**config.mk**
```make
export PLATFORM = sky130hd
export DESIGN_NAME = modbus_rtu_frame_rx
export DESIGN_NICKNAME = d
export VERILOG_FILES = /design/src/rtl/modbus_rtu_frame_rx.sv
export SDC_FILE = /design/constraint.sdc
export NUM_CORES = 1
export LEC_CHECK = 0
export CAP_MARGIN = 20
export CELL_PAD_IN_SITES_DETAIL_PLACEMENT = 1
export CELL_PAD_IN_SITES_GLOBAL_PLACEMENT = 2
export CORE_AREA = 3 3 117 107
export CTS_BUF_LIST = sky130_fd_sc_hd__clkbuf_4
export DETAILED_ROUTE_END_ITERATION = 10
export DIE_AREA = 0 0 120 110
export DONT_BUFFER_PORTS = 1
export PLACE_DENSITY = 0.86
export SYNTH_ARGS = -nofsm -noshare
export SYNTH_HDL_FRONTEND = slang
export SYNTH_SLANG_ARGS = --single-unit
```
**constraint.sdc**
```tcl
create_clock -name clk_in -period 6.2 [get_ports clk_in]
set_input_delay 0.31 -clock clk_in [delete_from_list [all_inputs] [get_ports clk_in]]
set_output_delay 0.31 -clock clk_in [all_outputs]
set_load 0.02 [all_outputs]
```
**src/rtl/modbus_rtu_frame_rx.sv**
```systemverilog
// Modbus RTU frame receiver.
// This block takes byte strobes from the UART receiver and delimits RTU frames
// using the t1.5 and t3.5 silence rules. Accepted bytes are streamed out with
// their position in the frame. The block also checks the frame with a bit-serial
// CRC-16 and matches the slave address. At frame end it reports a status
// summary with a frame_done pulse.
//
// Handshake: rx_done qualifies rx_data for exactly one cycle. byte_valid
// qualifies byte_data/byte_idx for exactly one cycle, and frame_done marks the
// cycle in which frame_ok/frame_err/frame_len/frame_bcast take their new
// values. There is no back-pressure on any interface; consumers must take the
// strobes as they come.
module modbus_rtu_frame_rx #(
  parameter int unsigned CLK_FREQ  = 50000000,
  parameter int unsigned BAUD_RATE = 9600,
  parameter int unsigned MAX_LEN   = 256
) (
  input  logic       clk_in,
  input  logic       rst_n_in,
  input  logic [7:0] rx_data,
  input  logic       rx_done,
  input  logic [7:0] dev_addr,
  output logic [7:0] byte_data,
  output logic [8:0] byte_idx,
  output logic       byte_valid,
  output logic       frame_done,
  output logic       frame_ok,
  output logic [3:0] frame_err,
  output logic [8:0] frame_len,
  output logic       frame_bcast
);

  // Silence thresholds in clocks. Up to 19200 baud they scale with the bit
  // time; above that they are fixed at 750 us / 1750 us.
  localparam logic [63:0] CLK64  = 64'(CLK_FREQ);
  localparam logic [63:0] BAUD64 = 64'(BAUD_RATE);
  localparam logic [63:0] BT64   = CLK64 / BAUD64;
  localparam logic [63:0] T15_64 = (BAUD_RATE <= 32'd19200) ?
                                   (BT64 * 64'd33) / 64'd2 :
                                   (CLK64 * 64'd750) / 64'd1000000;
  localparam logic [63:0] T35_64 = (BAUD_RATE <= 32'd19200) ?
                                   (BT64 * 64'd77) / 64'd2 :
                                   (CLK64 * 64'd1750) / 64'd1000000;
  localparam logic [31:0] T15       = T15_64[31:0];
  localparam logic [31:0] T35       = T35_64[31:0];
  localparam logic [8:0]  MAX_LEN_V = 9'(MAX_LEN);

  typedef enum logic [2:0] {
    S_INIT = 3'd0,  // waiting for bus silence after reset
    S_IDLE = 3'd1,  // between frames, next byte is an address byte
    S_RECV = 3'd2,  // inside a frame, bytes arrive within t1.5
    S_GAP  = 3'd3,  // t1.5 passed, waiting for t3.5 to close the frame
    S_DONE = 3'd4   // one-cycle frame_done window
  } state_t;

  state_t      state_q, state_d;
  logic [31:0] timer_q, timer_d;
  logic [8:0]  len_q, len_d;
  logic [15:0] crc_q, crc_d;
  logic [7:0]  sh_q, sh_d;
  logic [3:0]  bitcnt_q, bitcnt_d;
  logic        ovf_q, ovf_d;
  logic        gap_q, gap_d;
  logic        addr_match_q, addr_match_d;
  logic        bcast_q, bcast_d;
  logic [7:0]  byte_data_q, byte_data_d;
  logic [8:0]  byte_idx_q, byte_idx_d;
  logic        byte_valid_q, byte_valid_d;
  logic        frame_done_q, frame_done_d;
  logic        frame_ok_q, frame_ok_d;
  logic [3:0]  frame_err_q, frame_err_d;
  logic [8:0]  frame_len_q, frame_len_d;
  logic        frame_bcast_q, frame_bcast_d;

  // Set by the FSM to push rx_data into the CRC shifter, with or without
  // reseeding the CRC register.
  logic        crc_feed;
  logic        crc_init;
  logic [3:0]  fin_err;

  // Silence timer: restarts on every byte, otherwise counts up and sticks at t3.5.
  always_comb begin
    timer_d = timer_q;
    if (rx_done) begin
      timer_d = '0;
    end else if (timer_q < T35) begin
      timer_d = timer_q + 32'd1;
    end
  end

  // Bit-serial CRC-16 (reflected 0xA001): one bit per clock, eight clocks per
  // byte. The minimum bit time guarantees it is idle before the next byte.
  always_comb begin
    crc_d    = crc_q;
    sh_d     = sh_q;
    bitcnt_d = bitcnt_q;
    if (crc_feed) begin
      sh_d     = rx_data;
      bitcnt_d = 4'd8;
      if (crc_init) begin
        crc_d = 16'hFFFF;
      end
    end else if (bitcnt_q != 4'd0) begin
      crc_d    = {1'b0, crc_q[15:1]} ^ ((crc_q[0] ^ sh_q[0]) ? 16'hA001 : 16'h0000);
      sh_d     = {1'b0, sh_q[7:1]};
      bitcnt_d = bitcnt_q - 4'd1;
    end
  end

  // Frame FSM next-state, byte streaming and end-of-frame summary.
  always_comb begin
    state_d       = state_q;
    len_d         = len_q;
    ovf_d         = ovf_q;
    gap_d         = gap_q;
    addr_match_d  = addr_match_q;
    bcast_d       = bcast_q;
    byte_data_d   = byte_data_q;
    byte_idx_d    = byte_idx_q;
    byte_valid_d  = 1'b0;
    frame_done_d  = 1'b0;
    frame_ok_d    = frame_ok_q;
    frame_err_d   = frame_err_q;
    frame_len_d   = frame_len_q;
    frame_bcast_d = frame_bcast_q;
    crc_feed      = 1'b0;
    crc_init      = 1'b0;
    // CRC residue over the whole frame, CRC bytes included, is zero when good.
    fin_err       = {gap_q, ovf_q, (len_q < 9'd4), (crc_q != 16'h0000)};

    case (state_q)
      S_INIT: begin
        // Bytes heard before the first t3.5 silence belong to a frame we
        // joined part-way through, so they are dropped.
        if (timer_q >= T35) begin
          state_d = S_IDLE;
        end
      end

      S_IDLE: begin
        if (rx_done) begin
          byte_valid_d = 1'b1;
          byte_data_d  = rx_data;
          byte_idx_d   = 9'd0;
          crc_feed     = 1'b1;
          crc_init     = 1'b1;
          len_d        = 9'd1;
          bcast_d      = (rx_data == 8'h00);
          addr_match_d = (rx_data == dev_addr) || (rx_data == 8'h00);
          ovf_d        = 1'b0;
          gap_d        = 1'b0;
          state_d      = S_RECV;
        end
      end

      S_RECV: begin
        if (rx_done) begin
          if (timer_q < T15) begin
            if (len_q < MAX_LEN_V) begin
              byte_valid_d = 1'b1;
              byte_data_d  = rx_data;
              byte_idx_d   = len_q;
              len_d        = len_q + 9'd1;
              crc_feed     = 1'b1;
            end else begin
              ovf_d = 1'b1;
            end
          end else begin
            // A byte landing exactly on the t1.5 boundary already counts as
            // arriving after an inter-character gap.
            gap_d   = 1'b1;
            state_d = S_GAP;
          end
        end else if (timer_q >= T15) begin
          state_d = S_GAP;
        end
      end

      S_GAP: begin
        if (rx_done) begin
          // Late byte: flag the gap violation and keep waiting for a clean t3.5.
          gap_d = 1'b1;
        end else if (timer_q >= T35) begin
          frame_done_d  = 1'b1;
          frame_len_d   = len_q;
          frame_err_d   = fin_err;
          frame_ok_d    = (fin_err == 4'd0) && addr_match_q;
          frame_bcast_d = bcast_q;
          state_d       = S_DONE;
        end
      end

      S_DONE: begin
        state_d = S_IDLE;
      end

      default: begin
        state_d = S_INIT;
      end
    endcase
  end

  // FSM state register.
  always_ff @(posedge clk_in or negedge rst_n_in) begin
    if (!rst_n_in) begin
      state_q <= S_INIT;
    end else begin
      state_q <= state_d;
    end
  end

  // Timer and CRC engine registers.
  always_ff @(posedge clk_in or negedge rst_n_in) begin
    if (!rst_n_in) begin
      timer_q  <= '0;
      crc_q    <= 16'hFFFF;
      sh_q     <= '0;
      bitcnt_q <= '0;
    end else begin
      timer_q  <= timer_d;
      crc_q    <= crc_d;
      sh_q     <= sh_d;
      bitcnt_q <= bitcnt_d;
    end
  end

  // Per-frame working state and registered outputs.
  always_ff @(posedge clk_in or negedge rst_n_in) begin
    if (!rst_n_in) begin
      len_q         <= '0;
      ovf_q         <= 1'b0;
      gap_q         <= 1'b0;
      addr_match_q  <= 1'b0;
      bcast_q       <= 1'b0;
      byte_data_q   <= '0;
      byte_idx_q    <= '0;
      byte_valid_q  <= 1'b0;
      frame_done_q  <= 1'b0;
      frame_ok_q    <= 1'b0;
      frame_err_q   <= '0;
      frame_len_q   <= '0;
      frame_bcast_q <= 1'b0;
    end else begin
      len_q         <= len_d;
      ovf_q         <= ovf_d;
      gap_q         <= gap_d;
      addr_match_q  <= addr_match_d;
      bcast_q       <= bcast_d;
      byte_data_q   <= byte_data_d;
      byte_idx_q    <= byte_idx_d;
      byte_valid_q  <= byte_valid_d;
      frame_done_q  <= frame_done_d;
      frame_ok_q    <= frame_ok_d;
      frame_err_q   <= frame_err_d;
      frame_len_q   <= frame_len_d;
      frame_bcast_q <= frame_bcast_d;
    end
  end

  assign byte_data   = byte_data_q;
  assign byte_idx    = byte_idx_q;
  assign byte_valid  = byte_valid_q;
  assign frame_done  = frame_done_q;
  assign frame_ok    = frame_ok_q;
  assign frame_err   = frame_err_q;
  assign frame_len   = frame_len_q;
  assign frame_bcast = frame_bcast_q;

endmodule

```
==> metrics.md, run 1 <==
| Metric | Value |
|---|---|
| Status | `completed` |
| Met2 usage | `32.77%` |
| Die Span Y | `approximately 110 µm` |
| HPWL after DPL | `8.506 mm` |
| Largest net degree at the start of global routing | `111` |
| TritonCTS clock tree | `built` |
| Cell area after synthesis | `5211 µm²` |
| Synth Register Bits | `110` |
| Leak Pwr | `2.289 nW` |
| Crit start category | `flop` |
| Die width | `between 100 and 150 µm` |
| DRT antenna net count | `0` |
| CP max-delay cell | `nor2_1` |
| Final Hold Vio Count | `0` |
| Mean Syn Cell Area | `10.59 µm²` |
| CP bufs+invs | `2` |
| Critical Path RT | `about 6600 ps` |
| Dpl cell area | `5260 µm²` |
| VDD IR max | `115.1 µV` |
| Tmin final | `3206 ps` |
| IO Port Bufs | `0` |
| RSZ-0062 raised after global routing | `false` |
| Gr ovfl total | `0` |
| Clock root cell | `clkbuf_4` |
| Ys Warns | `0` |
| Vias per inst | `5.834` |
| Total power | `~2.0 mW` |
| CTS resizes | `0` |
| M3 GR Usage | `4.031%` |
| Clock buffer depth | `2` |
| Critical path peak fanout | `21` |
| Post-Route WL | `about 13 mm` |
| Share of layout cells above drive strength 1 | `approximately an eighth` |
| Clock-pin slew on the worst setup and hold paths | `approximately 160 ps` |
| Final setup violating endpoints | `0` |
| CP cell instances | `and4_1 -> nor4b_1 -> nor4_1 -> buf_4 -> nor2_1 -> inv_1 -> mux2_2` |
| Number of buffers created by CTS | `9` |
| Synth Flop Type | `dfrtp_1` |
| GRT busiest layer | `met2` |
| CTS sink cnt | `110` |
| Rel. slew slack | `between 30% and 40%` |
| Pre-CTS WS | `2960 ps` |
| Net count after synthesis | `515` |
| DR pass1 iterations | `4` |
| IO Pins | `53` |
| First-pass GRT wire length | `20.84 mm` |
| Placeable Area | `between 10,000 and 15,000 µm²` |
| Delay-heaviest family, CP | `simple AND/OR/NAND/NOR gates` |
| Sequential fraction of the synthesis area | `roughly 53%` |
| WHS Path Cells | `3` |
| DRT iter0 DRCs | `approximately 170` |
| Antenna violations before repair | `0` |
| Max capacitance violation total | `0` |
| Critical path's largest stage delay | `between 600 and 700 ps` |
| Most common cell after layout, fill and taps aside | `dfrtp_1` |
| Critical Path End Type | `flop` |
| Nets | `506` |
| Final instance area | `around 5500 µm²` |
| Cells on worst reg2reg path | `7` |
| Critical R2R Launch | `timer_q[9]$_DFFE_PN0P_` |
| Setup tns final | `0 ps` |
| Ys async rst share | `100.0%` |
| Starting Density | `45.57%` |
| Total GRT Usage | `19.86%` |
| Clock latency reported for the late side of the worst-skew pair | `460 ps` |
| RD Place Congestion | `0.7785` |
| Worst reg2reg endpoint | `len_q[0]$_DFFE_PN0P_` |
| Worst Hold Endpoint | `bcast_q$_DFFE_PN0P_` |
| H-tree depth | `3` |
| Most frequent cells in the layout | `94 x dfrtp_1, 36 x nor2_1, 36 x nand2_1` |
| Fin worst setup slack | `2994 ps` |
| Vias | `3,757` |
| Worst Skew | `18.69 ps` |
| Peak Freq | `approximately 0.31 GHz` |
| Hold Startpoint | `rx_data[5]` |
| M1 GR Usage | `27.31%` |
| Final Non-Filler Cells | `644` |
| WS Path Type | `flop to flop` |
| Crit path DAT | `3560 ps` |
| Worst slew pin tran | `983.6 ps` |
| Count of unique library cells instantiated by Yosys | `50` |
| Final period utilization | `51.71%` |
| Area Growth Syn to Fin | `4.898%` |
| Number of global-route vias before repair | `3,871` |
| Pwr Density | `approximately 360 nW/µm²` |
| Row count | `37` |
| HP Class | `primary input to flop` |
| Number of flops mapped to enable cells by yosys | `0` |
| Die area | `around 13,000 µm²` |
| Avg WL per Cell | `around 20 µm` |
| DRC violations left | `0` |
| Final slew viol count | `0` |
| Placed Cells | `623` |
| Cells after Synth | `492` |
| # diodes | `0` |
| Reg-to-reg slack, setup | `about 3000 ps` |
[worst max-delay path by stage]
| stage | cells past startpoint | endpoint | startpoint | slack (ps) |
|---|---|---|---|---|
| 3_3_place_gp | 7 | len_q[0]$_DFFE_PN0P_ | timer_q[6]$_DFFE_PN0P_ | 3110 |
| 6_report | 7 | len_q[0]$_DFFE_PN0P_ | timer_q[9]$_DFFE_PN0P_ | 2990 |
| 3_5_place_dp | 7 | len_q[0]$_DFFE_PN0P_ | timer_q[6]$_DFFE_PN0P_ | 2960 |
| 2_1_floorplan | 10 | frame_err[3]$_DFFE_PN0P_ | timer_q[2]$_DFFE_PN0P_ | 3800 |
| 5_1_grt | 7 | len_q[0]$_DFFE_PN0P_ | timer_q[7]$_DFFE_PN0P_ | 2640 |
| 4_1_cts | 7 | len_q[0]$_DFFE_PN0P_ | timer_q[6]$_DFFE_PN0P_ | 2960 |
[per-stage QoR]
step                utilization, %  hold slack (ps)
floorplan                        -            14.41
global placement             46.00            19.89
detailed placement           46.00            18.92
CTS                          47.67            2.769
global route                 47.81            1.979
finish                       47.81            19.79
[registers in the layout, indices dropped and copies added (netlist names)]
| register | cells |
|---|---|
| addr_match_q | 1 |
| bcast_q | 1 |
| bitcnt_q | 4 |
| byte_data | 8 |
| byte_idx | 9 |
| byte_valid | 1 |
| crc_q | 16 |
| frame_bcast | 1 |
| frame_done | 1 |
| frame_err | 4 |
| frame_len | 9 |
| frame_ok | 1 |
| gap_q | 1 |
| len_q | 9 |
| ovf_q | 1 |
| sh_q | 8 |
| state_q | 3 |
| timer_q | 32 |
[cell type report]
class	instances	area [µm²]
Fill cell	1297	5968
Sequential cell	110	2773
Multi-Input combinational cell	340	2221
Tap cell	156	195.2
Timing Repair Buffer	7	87.58
Clock buffer	11	82.58
Inverter	15	56.30
Clock inverter	5	51.30
[cell families after synthesis]
logic type / Yosys count / synth area share (%)
buffers and inverters: 42 / 4.225
xor gates and xnor gates: 15 / 2.521
AOI/OAI and AO/OA: 88 / 10.61
and+or+nand+nor: 194 / 19.90
DFF: 110 / 53.21
adders and majority gates: 4 / 0.9604
muxes: 39 / 8.571
[power breakdown]
group | switching, mW | internal [mW] | total [mW]
logic | 0.290 | 0.205 | 0.495
clock network | 0.228 | 0.130 | 0.358
registers | 0.208 | 0.912 | 1.12
[cells in the mapped netlist, types with 4 or more instances]
library cell,number,share of area [%]
nand4_1,7,0.84
o31ai_1,12,1.7
nor4_1,17,2.0
nand3_1,28,2.7
nor2_1,37,2.7
xnor2_1,13,2.2
buf_6,5,1.1
o21ai_0,35,3.4
or4_1,16,2.3
buf_2,4,0.38
clkbuf_1,15,1.1
mux2_4,9,2.6
and3_1,8,0.96
ha_1,4,0.96
o21a_1,4,0.58
nor2b_1,21,2.5
mux2_2,9,1.9
mux2i_1,21,4.0
dfrtp_1,94,45
or3_1,6,0.72
a21oi_1,19,1.8
nand2_1,36,2.6
inv_1,15,1.1
dfstp_2,16,8.1
[tightest hold or removal path, delay by kind of cell]
family	cells	cell delay, ps
and+or+nand+nor	3	160
[per-layer routing]
metal,vias up,part of all wire [%]
met3,12,3.6
li1,1750,-
met5,-,0
met1,1945,47
met4,0,1.2
met2,50,49
[what timing repair did]
item                                   4_1_cts  5_1_grt
endpoints found under the hold margin      141        0
setup endpoints to repair                    0        0
hold buffers                                 4        0
setup buffers                                0        0
Note: power is estimated with default switching activity, not from simulation.
==> run 2: changes to the inputs <==
--- a/config.mk
+++ b/config.mk
@@ -8,12 +8,12 @@
 export CAP_MARGIN = 20
 export CELL_PAD_IN_SITES_DETAIL_PLACEMENT = 1
 export CELL_PAD_IN_SITES_GLOBAL_PLACEMENT = 2
-export CORE_AREA = 3 3 117 107
+export CORE_AREA = 3 3 126 116
 export CTS_BUF_LIST = sky130_fd_sc_hd__clkbuf_4
 export DETAILED_ROUTE_END_ITERATION = 10
-export DIE_AREA = 0 0 120 110
+export DIE_AREA = 0 0 129 119
 export DONT_BUFFER_PORTS = 1
-export PLACE_DENSITY = 0.86
+export PLACE_DENSITY = 0.78
 export SYNTH_ARGS = -nofsm -noshare
 export SYNTH_HDL_FRONTEND = slang
 export SYNTH_SLANG_ARGS = --single-unit
==> constraint.sdc (replaced) <==
create_clock -name clk_in -period 2.6 [get_ports clk_in]
set_input_delay 0.13 -clock clk_in [delete_from_list [all_inputs] [get_ports clk_in]]
set_output_delay 0.13 -clock clk_in [all_outputs]
set_load 0.02 [all_outputs]
==> run 2 against run 1 <==
Sequential power increased by 140%; combinational power rose to 2.6 times the previous value; power grew 140%; largest cell class unchanged; largest power group unchanged.
==> metrics.md, run 2 (same netlist as run 1, synthesis figures left out) <==
| Metric | Value |
|---|---|
| DR pass1 iterations | `4` |
| Nets | `between 500 and 600` |
| Psw | `1.853 mW` |
| Reg-to-reg slack, setup | `200 ps` |
| Hold Worst Slack | `37.99 ps` |
| Setup tns final | `0 ps` |
| GRT busiest layer | `met2` |
| RSZ-0062 raised after global routing | `false` |
| Biggest regs | `timer_q: 32 flops, crc_q: 16 flops` |
| Vias per inst | `5.610` |
| Seq pwr share | `55.0%` |
| Dpl cell area | `5400 µm²` |
| DRC violations left | `0` |
| Filler cells | `1,487` |
| Placed Cells | `between 600 and 700` |
| Most common cell after layout, fill and taps aside | `dfrtp_1` |
| Leak Pwr | `2.403 nW` |
| Final slew viol count | `0` |
| Tmin final | `between 2000 and 2500 ps` |
| Final Hold Vio Count | `0` |
| WS Path Type | `flop to flop` |
| Met2 usage | `between 20% and 30%` |
| Crit path DAT | `2850 ps` |
| Status | `completed` |
| Die Span Y | `~120 µm` |
| Setup bufs post-CTS | `0` |
| Row count | `40` |
| Die area | `15,350 µm²` |
| Top reg by flops | `timer_q` |
| HPWL after DPL | `8.693 mm` |
| M3 GR Usage | `4.350%` |
| Antenna violations before repair | `0` |
| Critical path peak fanout | `18` |
| Total GRT Usage | `17.76%` |
| IO Pins | `53` |
| Clock power frac | `18.4%` |
| M1 GR Usage | `between 20% and 30%` |
| Avg WL per Cell | `around 19 µm` |
| Critical Path RT | `3050 ps` |
| Clock-pin slew on the worst setup and hold paths | `200 ps` |
| # diodes | `0` |
| DRT antenna net count | `0` |
| TritonCTS clock tree | `built` |
| IO Port Bufs | `0` |
| Placeable Area | `about 13,000 µm²` |
| Final Non-Filler Cells | `679` |
| Max capacitance violation total | `0` |
| Clock root cell | `clkbuf_4` |
| Share of layout cells above drive strength 1 | `between 15 and 20%` |
| Crit start category | `flop` |
| Number of global-route vias before repair | `4,161` |
| HP Class | `primary input to flop` |
| Final core utilization | `42.90%` |
| H-tree depth | `3` |
| Worst slew pin tran | `795.8 ps` |
| Final setup violating endpoints | `0` |
| Clock buffer depth | `2` |
| VDD IR max | `257.7 µV` |
| DRT iter0 DRCs | `233` |
| Sw Share | `38.52%` |
| CTS sink cnt | `110` |
| FF/Latch Area | `2773 µm²` |
| Final instance area | `approximately 5700 µm²` |
| Final period utilization | `92.47%` |
| Worst Skew | `approximately 34 ps` |
| Rel. slew slack | `approximately 46%` |
| Die width | `129 µm` |
| Area of the multi-input gates | `roughly 2200 µm²` |
| Pwr Density | `842.1 nW/µm²` |
| Starting Density | `39.14%` |
| Critical Path End Type | `flop` |
| Vias | `3,809` |
| Most frequent cells in the layout | `94 x dfrtp_1, 36 x nor2_1, 36 x nand2_1` |
| First-pass GRT wire length | `21.84 mm` |
| Number of buffers created by CTS | `9` |
| Gr ovfl total | `0` |
| Clock latency reported for the late side of the worst-skew pair | `520 ps` |
| Peak Freq | `0.4159 GHz` |
| Largest net degree at the start of global routing | `111` |
| Max reg flops | `32` |
| Internal power | `2.957 mW` |
| Comb power frac | `26.6%` |
| Area Growth Syn to Fin | `9.604%` |
| Post-Route WL | `around 13 mm` |
| RD Place Congestion | `approximately 0.80` |
run 2: what timing repair did:
action | CTS | global route
hold buffers | 13 | 0
endpoints found under the setup margin | 0 | 12
resized for setup | 0 | 2
endpoints found under the hold margin | 168 | 0
run 2: final timing paths:
check,start,to,cells after the start
setup / recovery,timer_q[2]$_DFFE_PN0P_,timer_q[9]$_DFFE_PN0P_,6
hold / removal,dev_addr[4],addr_match_q$_DFFE_PN0P_,5
min in group asynchronous,rst_n_in,sh_q[0]$_DFFE_PN0P_,2
hold reg to reg,bcast_q$_DFFE_PN0P_,bcast_q$_DFFE_PN0P_,2
setup reg to reg,timer_q[2]$_DFFE_PN0P_,timer_q[9]$_DFFE_PN0P_,6
max in group asynchronous,rst_n_in,timer_q[7]$_DFFE_PN0P_,2
run 2: power groups by stage:
stage,Clock [mW],Combinational (mW),Sequential (mW)
final,0.887,1.28,2.64
after global routing,0.998,1.48,2.70
after CTS,0.929,1.29,2.65
after detailed placement,0,1.22,2.68
after global placement,0,1.17,2.67
after floorplan,0,0.943,2.55
run 2: area by class of cell:
class | instances | area share (%)
clock buffer | 9 | 1.183
sequential | 110 | 48.54
inverter | 15 | 0.9858
timing repair buffer | 30 | 5.214
tap | 168 | 3.680
clock inverter | 7 | 1.336
multi-input combinational | 340 | 39.06
run 2: through the flow:
stage | setup WS (ps) | power (mW)
final | 195.8 | 4.810
after CTS | 139.5 | 4.871
after global routing | 17.80 | 5.178
after detailed placement | 187.3 | 3.901
after floorplan | 198.5 | 3.495
after global placement | 229.5 | 3.841
run 2: per-layer routing:
metal  wire length [µm]  share of wire [%]
met3                495                3.8
met4                125               0.96
met1               6174                 48
met2               6194                 48
met5                  0                  0
run 2: critical path: stages (launching register included):
cell,delay (ps)
dfrtp_1,500
and4_4,270
o311a_4,330
or3_1,380
buf_4,210
or4_1,510
a21oi_1,150
